### src/rtl/mining_pkg.sv
// rtl/mining_pkg.sv - shared widths and state encoding for the digest readout path
package mining_pkg;
    localparam int HASH_W = 256;
    localparam int WORD_W = 32;
    localparam int WORDS  = HASH_W / WORD_W;
    localparam int IDX_W  = 3;
    localparam int LZ_W   = 9;

    typedef enum logic {
        ST_IDLE = 1'b0,
        ST_SEND = 1'b1
    } state_e;
endpackage

### src/rtl/lzc256.sv
// rtl/lzc256.sv - combinational leading-zero counter for a 256-bit digest
module lzc256
    import mining_pkg::*;
(
    input  logic [HASH_W-1:0] hash,
    output logic [LZ_W-1:0]   lz_count
);

    function automatic logic [2:0] lz4(input logic [3:0] n);
        casez (n)
            4'b1???: lz4 = 3'd0;
            4'b01??: lz4 = 3'd1;
            4'b001?: lz4 = 3'd2;
            4'b0001: lz4 = 3'd3;
            default: lz4 = 3'd4;
        endcase
    endfunction

    function automatic logic [3:0] lz8(input logic [7:0] v);
        if (v[7:4] != 4'd0) lz8 = {1'b0, lz4(v[7:4])};
        else                lz8 = 4'd4 + {1'b0, lz4(v[3:0])};
    endfunction

    function automatic logic [4:0] lz16(input logic [15:0] v);
        if (v[15:8] != 8'd0) lz16 = {1'b0, lz8(v[15:8])};
        else                 lz16 = 5'd8 + {1'b0, lz8(v[7:0])};
    endfunction

    // Scan from the least significant group up so the most significant non-zero group wins.
    always_comb begin
        lz_count = LZ_W'(HASH_W);
        for (int g = HASH_W / 16 - 1; g >= 0; g--) begin
            if (hash[HASH_W-1-16*g -: 16] != 16'd0) begin
                lz_count = LZ_W'(16 * g) + LZ_W'(lz16(hash[HASH_W-1-16*g -: 16]));
            end
        end
    end

endmodule

### src/rtl/hash_readout.sv
// rtl/hash_readout.sv - captures a SHA-256 digest and streams it out MSW-first with a difficulty score
module hash_readout
    import mining_pkg::*;
#(
    parameter int DIFFICULTY = 16
) (
    input  logic              clock,
    input  logic              reset,
    input  logic              hash_done,
    input  logic [HASH_W-1:0] HASH,
    input  logic              word_ready,
    output logic [WORD_W-1:0] word_out,
    output logic              word_valid,
    output logic [IDX_W-1:0]  word_index,
    output logic              word_last,
    output logic              busy,
    output logic [LZ_W-1:0]   lz_count,
    output logic              meets_target,
    output logic              overrun
);

    localparam logic [IDX_W-1:0] LAST_IDX = IDX_W'(WORDS - 1);
    localparam logic [LZ_W-1:0]  DIFF     = LZ_W'(DIFFICULTY);

    state_e             state_q, state_d;
    logic [HASH_W-1:0]  shadow_q, shadow_d;
    logic [IDX_W-1:0]   idx_q, idx_d;
    logic [LZ_W-1:0]    lz_q, lz_d;
    logic               meets_q, meets_d;
    logic               overrun_q, overrun_d;
    logic [LZ_W-1:0]    lz_new;
    logic               xfer, final_xfer, capture;

    lzc256 u_lzc (
        .hash     (HASH),
        .lz_count (lz_new)
    );

    // A digest arriving on the final transfer is taken back-to-back; any other one in SEND is lost.
    always_comb begin
        xfer       = (state_q == ST_SEND) && word_ready;
        final_xfer = xfer && (idx_q == LAST_IDX);
        capture    = hash_done && ((state_q == ST_IDLE) || final_xfer);
        state_d    = state_q;
        shadow_d   = shadow_q;
        idx_d      = idx_q;
        lz_d       = lz_q;
        meets_d    = meets_q;
        overrun_d  = overrun_q | (hash_done && !capture);
        if (capture) begin
            state_d  = ST_SEND;
            shadow_d = HASH;
            idx_d    = '0;
            lz_d     = lz_new;
            meets_d  = (lz_new >= DIFF);
        end else if (final_xfer) begin
            state_d = ST_IDLE;
        end else if (xfer) begin
            idx_d = idx_q + 1'b1;
        end
    end

    always_ff @(posedge clock or negedge reset) begin
        if (!reset) begin
            state_q   <= ST_IDLE;
            shadow_q  <= '0;
            idx_q     <= '0;
            lz_q      <= '0;
            meets_q   <= 1'b0;
            overrun_q <= 1'b0;
        end else begin
            state_q   <= state_d;
            shadow_q  <= shadow_d;
            idx_q     <= idx_d;
            lz_q      <= lz_d;
            meets_q   <= meets_d;
            overrun_q <= overrun_d;
        end
    end

    assign word_valid   = (state_q == ST_SEND);
    assign busy         = word_valid;
    assign word_index   = idx_q;
    assign word_last    = word_valid && (idx_q == LAST_IDX);
    assign word_out     = shadow_q[HASH_W-1-WORD_W*int'(idx_q) -: WORD_W];
    assign lz_count     = lz_q;
    assign meets_target = meets_q;
    assign overrun      = overrun_q;

endmodule

### config.mk
export PLATFORM = sky130hd
export DESIGN_NAME = hash_readout
export DESIGN_NICKNAME = d
export VERILOG_FILES = /design/src/rtl/mining_pkg.sv /design/src/rtl/lzc256.sv /design/src/rtl/hash_readout.sv
export SDC_FILE = /design/constraint.sdc
export NUM_CORES = 1
export LEC_CHECK = 0
export CAP_MARGIN = 0
export CORE_AREA = 2 2 240 147
export DETAILED_ROUTE_END_ITERATION = 8
export DIE_AREA = 0 0 242 149
export PLACE_DENSITY = 0.78
export SYNTH_ARGS = -nofsm -noshare
export SYNTH_HDL_FRONTEND = slang
export SYNTH_SLANG_ARGS = --single-unit
### constraint.sdc
create_clock -name clock -period 3.4 [get_ports clock]
set_clock_uncertainty 0.15 [all_clocks]
set_input_delay 0.85 -clock clock [delete_from_list [all_inputs] [get_ports clock]]
set_output_delay 0.85 -clock clock [all_outputs]
set_load 0.05 [all_outputs]
==> flow_metrics.env <==
export IMPL_ys_seq_area_share_pct=45.0
export IMPL_power_density_mw_per_mm2=770
export IMPL_start_kind="register"
export IMPL_synth_top_area_share_pct=45.0
export IMPL_initial_utilization_pct=44.0
export IMPL_gr_usage_all_layers_pct=34.8
export IMPL_die_w_um=242
export IMPL_clockRootBuffer="clkbuf_16"
export IMPL_path_depth=5
export IMPL_synth_nets=2099
export IMPL_max_vdd_ir_drop_mv=1.03
export IMPL_yosysWarnings=0
export IMPL_dpl_instance_area_mm2=0.0205
export IMPL_p_sw_mw=6.85
export IMPL_worstSetupPathType="register to primary output"
export IMPL_final_cells=2852
export IMPL_cpPeakStageDelay_ns=0.56
export IMPL_final_common_cell="nand2_1"
export IMPL_clock_sinks=271
export IMPL_report_final_slew_viol_count=0
export IMPL_first_iter_violations=2148
export IMPL_crit_family="multiplexers"
export IMPL_fin_crit_ns=3.35
export IMPL_drv_cap=0
export IMPL_status="finished clean"
export IMPL_portBuffers=308
export IMPL_cts_buffers=27
export IMPL_cp_cell_sequence="buf_12 -> mux4_2 -> nand2_1 -> nand2_1 -> buf_4"
export IMPL_firstDrtPassIters=6
export IMPL_die_height_um=149
export IMPL_static_leakage_power_nw=10.2
export IMPL_viasPerCell=5.72
export IMPL_drive_above_1_share_pct=18.1
export IMPL_yosysUniqueCellTypes=67
export IMPL_p_clk_share_pct=19.5
export IMPL_drt_total_wl_um=63700
export IMPL_rows=53
export IMPL_synth_area_leaders="dfrtp_1 (45%), nand2_1 (20%), mux4_2 (9.6%)"
export IMPL_min_period_over_period_pct=98.5
export IMPL_grt_pass1_wl_um=94500
export IMPL_clk_pin_slew_worst_paths_ns=0.07
export IMPL_hold_class="input pin to async pin"
export IMPL_tightestPinTransition_ns=0.671
export IMPL_syn_avg_cell_area_um2=8.20
export IMPL_required_ns=2.40
export IMPL_drc=0
export IMPL_fin_area_mm2=0.0215
export IMPL_slew_limit_headroom_pct=55.0
export IMPL_ys_async_sr_fraction_pct=100
export IMPL_cts_max_level=1
export IMPL_post_drt_wl_per_cell_um=22.3
export IMPL_synth_top_area_cell="dfrtp_1"
export IMPL_cts_max_path_buffers=3
export IMPL_p_int_mw=9.72
export IMPL_antenna_found_initial=7
export IMPL_syn_inst=1837
export IMPL_synth_area_mm2=0.0151
export IMPL_core_mm2=0.0342
export IMPL_fmax_mhz=299
export IMPL_cp_common_cell="nand2_1"
export IMPL_dp_final_hpwl_um=50100
export IMPL_sw_frac_of_total_pct=41.3
export IMPL_p_seq_share_pct=35.3
export IMPL_gr_total_overflow=0
export IMPL_layout_common_cells="nand2_1 (810), buf_4 (281), clkdlybuf4s50_1 (274)"
export IMPL_setup_viol=0
export IMPL_synth_edff_count=0
export IMPL_finalHoldViolCount=0
export IMPL_ff2ff_path_depth=10
export IMPL_critPathMaxFanout=6
export IMPL_cts_tree="done"
export IMPL_slowest_stage="mux4_2"
export IMPL_areaGrowthSynthToFinish_pct=42.9
export IMPL_grt_max_degree=72
export IMPL_first_global_vias=15600
export IMPL_cts_hold_buffers=0
export IMPL_crit_path_end_kind="primary output"
export IMPL_gp_congestion=1.03
export IMPL_combPwrFrac_pct=45.3
export IMPL_crit_buf_inv=2
export IMPL_die_area_mm2=0.0361
export IMPL_cp_arrival_ns=2.35
export IMPL_clkLatencyLatePin_ns=0.56
export IMPL_ant_nets=0
export IMPL_synth_ff_type="dfrtp_1"
export IMPL_nets=2621
export IMPL_ys_seq_elements=271
export IMPL_io_pins=309
export IMPL_rsz0062_at_grt="no"
export IMPL_vias=16300
export IMPL_dp_cells=2792
logic make-up (layout without fill, tap and decap cells):
family          after synthesis  in the layout  share of synthesized area, %
simple gates               1093           1093                          30.5
flops                       271            271                          45.0
compound gates              267            267                          11.0
buf+inv                     139            679                          3.59
mux                          65             65                          9.64
fa+ha+maj                     2              2                         0.166
other cells                   0              8                             0
repair_timing:
item	4_1_cts	5_1_grt
buffers inserted	5	0
endpoints found under the setup margin	32	1
resized for setup	0	1
cell type report:
type | instances | area [um^2]
Multi-Input combinational cell | 1427 | 7750
Fill cell | 2986 | 12700
Tap cell | 467 | 584
Antenna cell | 8 | 20.0
Clock inverter | 12 | 158
Clock buffer | 35 | 776
Sequential cell | 271 | 6790
Timing Repair Buffer | 574 | 5220
Inverter | 58 | 218
metrics by stage:
step	hold slack, ns	TNS (ns)	util (%)	worst slack (ns)	power, mW
after detailed placement	0.308	-0.794	59.9	-0.186	13.2
after global placement	0.303	-1.06	59.9	-0.244	12.9
final	0.0802	0	62.9	0.0508	16.6
after global routing	0.120	0	62.9	0.00571	17.4
after CTS	0.105	0	62.8	0.0423	16.5
after floorplan	0.290	0	-	0.0338	10.2
cell usage after synthesis (8+ instances only):
master / n
nand2b_1: 8
nor2_1: 83
dfrtp_1: 271
inv_1: 57
nand4_1: 9
buf_1: 10
mux4_2: 64
or4_1: 19
o31ai_1: 16
nand2_1: 810
a21oi_1: 65
nand3_1: 10
o21bai_1: 30
a211oi_1: 9
clkbuf_1: 63
nor2b_1: 15
nor3_1: 53
a31oi_1: 8
o21ai_0: 84
nor4_1: 64
power by group through the flow:
stage               clock, mW  sequential [mW]  combinational [mW]
floorplan                   0             5.50                4.70
global placement            0             5.77                7.16
detailed placement          0             5.85                7.30
CTS                      3.23             5.78                7.48
global route             3.37             5.98                8.04
finish                   3.23             5.85                7.50
worst register-to-register path: cells and delay by family, from the launching register on:
kind / cells / cell delay, ns
AOI/OAI and AO/OA: 2 / 0.44
adders and majority gates: 2 / 0.41
buffers and inverters: 5 / 1.09
DFF: 1 / 0.50
and+or+nand+nor: 1 / 0.44
state kept, by name, summed over array words and instances, names as in the netlist:
signal,cells
busy,1
word_index,3
meets_target,1
overrun,1
lz_count,9
shadow_q,256
routing by layer:
| layer | wire length (um) | up-vias | GRT usage (%) |
|---|---|---|---|
| met5 | 0 | - | 0 |
| li1 | - | 7328 | - |
| met2 | 27500 | 868 | 51.3 |
| met1 | 28000 | 8029 | 51.8 |
| met4 | 1520 | 0 | 9.07 |
| met3 | 6610 | 99 | 8.09 |
final timing paths:
kind                                    start       endpoint  slack, ns
min in group clock              shadow_q[179]  shadow_q[179]       0.32
worst max register to register  word_index[0]  shadow_q[180]       0.23
worst min-delay path                    reset  shadow_q[154]       0.08
max in group asynchronous               reset   shadow_q[35]       2.15
worst max-delay path            word_index[0]   word_out[18]       0.05
worst min register to register  shadow_q[179]  shadow_q[179]       0.32
No activity file was read; power rests on OpenSTA's default activity.
